==> src/rtl/fifo_pkg.sv <==
// Shared definitions for the async FIFO read/write pointer controllers.
package fifo_pkg;

  // Read-side FSM encodings, also used by the write-side controller.
  typedef enum logic [1:0] {
    IDLE  = 2'b00,
    READ  = 2'b01,
    EMPTY = 2'b10
  } rd_state_t;

  // Widest pointer the helpers handle. Narrower pointers are zero-extended,
  // which does not change either conversion.
  localparam int GW_MAX = 32;

  // Gray to binary: each binary bit is the XOR of all Gray bits at or above it.
  function automatic logic [GW_MAX-1:0] gray2bin(input logic [GW_MAX-1:0] g);
    logic [GW_MAX-1:0] b;
    b[GW_MAX-1] = g[GW_MAX-1];
    for (int i = GW_MAX-2; i >= 0; i--) b[i] = b[i+1] ^ g[i];
    return b;
  endfunction

  // Binary to Gray.
  function automatic logic [GW_MAX-1:0] bin2gray(input logic [GW_MAX-1:0] b);
    return (b >> 1) ^ b;
  endfunction

endpackage

==> src/rtl/fifo_gray2bin.sv <==
// Combinational Gray-to-binary converter, shared by both FIFO controllers.
module fifo_gray2bin #(
  parameter int W = 3
) (
  input  logic [W-1:0] gray,
  output logic [W-1:0] bin
);

  // Each bit is the XOR reduction of the Gray bits from the MSB down to it.
  // This keeps every bit independent of the others, so there is no ripple loop.
  for (genvar i = 0; i < W; i++) begin : g_bit
    assign bin[i] = ^gray[W-1:i];
  end

endmodule

==> src/rtl/fifo_read_logic.sv <==
// Read-side pointer/flag controller for the async FIFO.
// Takes the write pointer after it has been synchronized into the read domain.
module fifo_read_logic
  import fifo_pkg::*;
#(
  parameter int PTR_SZ     = 2,
  parameter int AEMPTY_THR = 1
) (
  input  logic              clk,
  input  logic              rst,
  input  logic              rinc,
  input  logic [PTR_SZ:0]   wq2_waddr,
  output logic              read_en,
  output logic [PTR_SZ-1:0] raddr,
  output logic [PTR_SZ:0]   raddr_gray,
  output logic              rempty,
  output logic              ralmost_empty,
  output logic [PTR_SZ:0]   rcount,
  output logic              runderflow
);

  localparam int PW = PTR_SZ + 1;
  localparam int GW = GW_MAX;
  localparam logic [PTR_SZ:0] AE_THR = AEMPTY_THR[PTR_SZ:0];

  logic [PTR_SZ:0] rbin;
  logic [PTR_SZ:0] rbin_next;
  logic [PTR_SZ:0] rgray_next;
  logic [PTR_SZ:0] wbin;
  logic [PTR_SZ:0] count_next;
  logic            empty_next;
  rd_state_t       state;

  // The RAM strobe is gated by the registered empty flag. That flag is
  // pessimistic, so the controller never reads a slot that was not written.
  assign read_en = rinc & ~rempty;

  fifo_gray2bin #(.W(PW)) u_wq2_g2b (
    .gray (wq2_waddr),
    .bin  (wbin)
  );

  // The next pointer and the flags both use the write pointer of this cycle.
  // A concurrent read and write are therefore resolved in one step.
  always_comb begin
    rbin_next  = rbin + {{PTR_SZ{1'b0}}, read_en};
    rgray_next = PW'(bin2gray(GW'(rbin_next)));
    empty_next = (rgray_next == wq2_waddr);
    count_next = wbin - rbin_next;
  end

  // Pointer, address and status registers.
  always_ff @(posedge clk or negedge rst) begin
    if (!rst) begin
      rbin          <= '0;
      raddr         <= '0;
      raddr_gray    <= '0;
      rcount        <= '0;
      rempty        <= 1'b1;
      ralmost_empty <= 1'b1;
      runderflow    <= 1'b0;
    end else begin
      rbin          <= rbin_next;
      raddr         <= rbin_next[PTR_SZ-1:0];
      raddr_gray    <= rgray_next;
      rcount        <= count_next;
      rempty        <= empty_next;
      ralmost_empty <= (count_next <= AE_THR);
      runderflow    <= rinc & rempty;
    end
  end

  // Status FSM for debug. It tells "never filled" apart from "drained".
  always_ff @(posedge clk or negedge rst) begin
    if (!rst) begin
      state <= IDLE;
    end else begin
      case (state)
        IDLE:    state <= empty_next ? IDLE  : READ;
        READ:    state <= empty_next ? EMPTY : READ;
        EMPTY:   state <= empty_next ? EMPTY : READ;
        default: state <= IDLE;
      endcase
    end
  end

endmodule

==> config.mk <==
export PLATFORM = sky130hd
export DESIGN_NAME = fifo_read_logic
export DESIGN_NICKNAME = d
export VERILOG_FILES = /design/src/rtl/fifo_pkg.sv /design/src/rtl/fifo_gray2bin.sv /design/src/rtl/fifo_read_logic.sv
export SDC_FILE = /design/constraint.sdc
export NUM_CORES = 1
export LEC_CHECK = 0
export CAP_MARGIN = 20
export CORE_AREA = 2 2 39 41
export DETAILED_ROUTE_END_ITERATION = 10
export DIE_AREA = 0 0 41 43
export PLACE_DENSITY = 0.7
export SYNTH_ARGS = -nofsm -noshare
export SYNTH_HDL_FRONTEND = slang
export SYNTH_SLANG_ARGS = --single-unit
==> constraint.sdc <==
create_clock -name clk -period 4.2 [get_ports clk]
set_clock_uncertainty 0.1 [all_clocks]
set_input_delay 0.42 -clock clk [delete_from_list [all_inputs] [get_ports clk]]
set_output_delay 0.42 -clock clk [all_outputs]
set_load 0.01 [all_outputs]
* Yosys cells after proc, flatten, opt, wreduce, memory -nomap -nowiden *
Cells that the tools add are included.

cells by class
  add/subtract/negate cells = 2
  magnitude comparators = 1
  eq/ne operators = 1
  bitwise gates (word level) = 4
  reduce and logical (&&, ||, !) cells = 2

operators by type and width
  cell                  number
  $add A3 B1 Y3         1
  $eq A3 B3 Y1          1
  $le A3 B1 Y1 const B  1
  $reduce_xor A3 Y1     1
  $sub A3 B3 Y3         1
  $xor A2 B3 Y3         1
  $and A1 B1 Y1         2
  $reduce_xor A2 Y1     1
  $not A1 Y1            1

storage, ports and cells
  register bits after elaboration = 14
  output and inout port bits = 12

* Logic depth before layout (Yosys ltp) *
  depth after elaboration = 5
  depth in mapped cells = 8
  depth with buffers taken out = 8

* Cells and area by module *
Synthesis repeated with hierarchy kept, for this count alone.

second synthesis, totals
  cells, all modules = 41
  area total of the unflattened synthesis = 576.8 µm²

by module, submodules not included
  module           times used  cells an instance  area an instance (µm²)
  fifo_read_logic  1           38                 536.8
  fifo_gray2bin    1           3                  40.0

* Least setup slack after synthesis *
Ideal clock, no wire load.

  kind = reg2reg
  start point = reg rempty
  end point = reg ralmost_empty
  library setup time = 0.080 ns
  data arrival time = 2.062 ns
  slack = 1.958 ns
  cell stages (with the launch flop) = 9
  buffers on the path = 0
  cells stage by stage = dfstp_2 nor2b_4 and2_1 ha_1 inv_1 fa_1 xnor2_1 xnor2_1 nor2_1

between the ends
  cells in the longest elaborated chain, start to end = 5

RTL lines
  item                    RTL line               text
  from (decl)             fifo_read_logic.sv:16  output logic rempty,
  from (signal assigned)  fifo_read_logic.sv:67  rempty <= empty_next;
  $not A1 Y1              fifo_read_logic.sv:36  assign read_en = rinc & ~rempty;
  $and A1 B1 Y1           fifo_read_logic.sv:36
  via read_en             fifo_read_logic.sv:13  output logic read_en,
  $add A3 B1 Y3           fifo_read_logic.sv:46  rbin_next = rbin + {{PTR_SZ{1'b0}}, read_en};
  via rbin_next[1]        fifo_read_logic.sv:27  logic [PTR_SZ:0] rbin_next;
  $sub A3 B3 Y3           fifo_read_logic.sv:49  count_next = wbin - rbin_next;
  via count_next[2]       fifo_read_logic.sv:30  logic [PTR_SZ:0] count_next;
  $le A3 B1 Y1            fifo_read_logic.sv:68  ralmost_empty <= (count_next <= AE_THR);
  to (signal assigned)    fifo_read_logic.sv:68
  to (decl)               fifo_read_logic.sv:17  output logic ralmost_empty,

The timed path passes the listed nets, and every way through them passes these cells.

* Final worst setup path *
  start point = in rinc
  end point = reg ralmost_empty

between the ends
  cells in the longest elaborated chain, start to end = 4

RTL lines
  item               RTL line               text
  from (decl)        fifo_read_logic.sv:11  input logic rinc,
  $and A1 B1 Y1      fifo_read_logic.sv:36
  $add A3 B1 Y3      fifo_read_logic.sv:46
  via rbin_next[1]   fifo_read_logic.sv:27
  $sub A3 B3 Y3      fifo_read_logic.sv:49
  via count_next[2]  fifo_read_logic.sv:30
  $le A3 B1 Y1       fifo_read_logic.sv:68

The timed path passes the listed nets, and every way through them passes these cells.

==> results.cfg <==
[worst_setup_path]
critical-path-top-cell-by-count = xnor2_1
worst_ep_arrival_time_ns = 2.52
worstPathRequired_ns = 4.29
cp-start-kind = input pin
worstPathCellList = clkdlybuf4s50_1 > nor2b_4 > and2_1 > ha_1 > inv_1 > fa_1 > xnor2_1 > xnor2_1 > nor2_1
worstSetupPathType = in2reg
worstSetupEndpointType = flop
cpMaxStageDelayCell = fa_1
critPathMaxFanout = 7
cp_slowest_stage_delay_ns = 0.44

[cells_and_area]
design.final.nets = 71
layout_commonest_cell = clkdlybuf4s50_1
num_antenna_cells = 0
seq_area_um2 = 278
fillers = 128
mostFrequentLayoutCells = 17 x clkdlybuf4s50_1, 9 x dfrtp_1, 6 x xnor2_1
multi_input_comb_area_um2 = 225
syn_to_final_growth_pct = 41.8
post_route_insts_no_fill = 77
ratio_of_cells_with_drive_above_1_in_the_final_layout = 0.148

[run]
drv_cap = 0

[floorplanning]
placement_rows = 14
initial_utilization = 0.374
io-pin-count = 18
placeableCoreArea_um2 = 1380
die_height_um = 43
die_width_um = 41
floorplan_die_area_um2 = 1760

[yosys]
yosys_register_bits = 11
synthesis.instances = 40
area_contributors_post_synth = dfrtp_1 43%, dfstp_2 10%, xnor2_1 10%
number_of_distinct_standard_cells_referenced_by_the_synthesized_netlist = 18
synth_warnings = 0
netlist_area_um2 = 518
yosysTopAreaCellShare = 0.435
postSynthAreaPerCell_um2 = 12.9
netlist.top_cell.by_area = dfrtp_1
ys_seq_area_frac = 0.536
net_count_of_the_mapped_netlist = 49

[pwr]
p_leak_uw = 0.000313
comb_power_share = 0.552
power.switching_uw = 205
power_frac_seq = 0.325
power.share.clock = 0.123
fraction_of_power_spent_switching_nets = 0.357
ir_drop_mv = 0.328
int_power_uw = 369
power-per-cell-area_nw_per_um2 = 783

[sta]
period_needed_ns = 2.42
setup-violations-final = 0
timing.setup.tns_ns = 0
final_max_slew_viol_count = 0
achievable-frequency_ghz = 0.413
worst_slew_margin_rel = 0.689
grt_setup_unrepaired = false
timing.final.crit_share = 0.576
max_slew.worst_pin.slew_ns = 0.465
hold_viol_final = 0

[drt]
vias_per_cell = 4.64
drt-wirelength-per-cell_um = 11.3
routed-via-count = 357
remaining_drc_errors = 0
count_of_antenna_violating_nets_left_after_detailed_routing = 0
first_iter_violations = 0
routed_wl_um = 873
dr.pass1.iters = 1

[clock_tree]
tritoncts = built
htree_levels = 1
cts_repair_resize_count = 0
worst_skew_pair.late_latency_ns = 0.26
cts_root_buf = clkbuf_4
cts.sinks = 11
worst_setup_hold_path_clk_slew_ns = 0.07
count_of_hold_buffers_inserted_by_post_cts_repair = 0
clock_tree.buffer_depth = 2
cts.repair_timing.setup_buffer_count = 0
tritoncts.num_buffers = 3

[placement]
port_buffers = 17
place_hpwl_um = 706
place.detailed.instances = 73
gp_congestion = 0.728

[global_route]
grt_max_degree = 12
global_route.peak_usage_layer = met2
track_usage = 0.137
grt_overflow_total = 0
antenna_violations_before_repair = 0
met2_usage = 0.200
grt_pass1_wl_um = 1460
first_global_vias = 358
global_route.usage.met3 = 0.0471
grtUsageMet1 = 0.125

[hold_path]
min_path_type = in2async

[status]
outcome = complete, no violations
-- through the flow --
| stage | util | area, µm² | hold slack, ns | setup WS [ns] | total power, µW |
|---|---|---|---|---|---|
| global route | 0.531 | 734 | 0.405 | 1.62 | 624 |
| floorplan | - | 518 | 0.0244 | 1.96 | 379 |
| CTS | 0.531 | 734 | 0.391 | 1.76 | 588 |
| finish | 0.531 | 734 | 0.371 | 1.78 | 575 |
| global placement | 0.512 | 708 | 0.459 | 1.51 | 502 |
| detailed placement | 0.512 | 708 | 0.462 | 1.47 | 515 |
-- power groups by stage --
stage	Combinational, µW	Sequential, µW	Clock, µW
detailed placement	324	191	0
global placement	315	187	0
floorplan	166	213	0
CTS	325	189	74.5
finish	318	187	70.6
global route	352	194	78.5
-- state kept, by name, indices dropped and copies added, names as in the netlist --
register       flops
raddr              1
raddr_gray         3
ralmost_empty      1
rbin               1
rcount             3
rempty             1
runderflow         1
-- cells in the mapped netlist --
library cell,number
nor2_1,1
ha_1,2
o21ai_0,1
dfrtp_1,9
a21o_1,1
xor2_1,3
and2_1,2
inv_1,3
xnor2_1,6
nor4_2,1
nor2b_4,1
dfstp_2,2
nand2_1,2
xnor2_2,1
inv_2,1
fa_1,1
nor3_1,1
nand4b_1,2
-- kinds of logic (layout without fill, tap and decap cells) --
logic type      after synthesis  after routing  synth area share
xor+xnor                     10             10             0.184
flops                        11             11             0.536
simple gates                 10             10             0.140
compound gates                2              2            0.0242
buf+inv                       4             25            0.0290
fa+ha+maj                     3              3            0.0870
-- area by class of cell --
| class | count | area share |
|---|---|---|
| clock buffers | 4 | 0.0358 |
| inverters | 4 | 0.0204 |
| multi-input cells | 25 | 0.307 |
| flip-flops and latches | 11 | 0.378 |
| well taps | 16 | 0.0273 |
| repair buffers | 17 | 0.232 |
-- critical path: cells and delay by family --
family,cells,cell delay (ns)
adders and majority gates,2,0.86
buffers and inverters,2,0.55
xor gates and xnor gates,2,0.33
and+or+nand+nor,3,0.36
-- final timing paths --
path	from	to	slack [ns]	depth (start not counted)
max in group asynchronous	rst	ralmost_empty$_DFF_PN1_	3.28	1
setup / recovery	rinc	ralmost_empty$_DFF_PN1_	1.78	9
setup reg to reg	rempty$_DFF_PN1_	ralmost_empty$_DFF_PN1_	1.89	8
hold reg to reg	rempty$_DFF_PN1_	runderflow$_DFF_PN0_	0.47	1
hold / removal	rst	raddr_gray[1]$_DFF_PN0_	0.37	1
min in group clk	rempty$_DFF_PN1_	runderflow$_DFF_PN0_	0.47	1
-- per-layer routing --
layer  up-vias  share of wire
met3         4          0.084
met4         0          0.055
met1       166           0.35
li1        170              -
met5         -              0
met2        17           0.51
No activity file was read; power rests on OpenSTA's default activity.
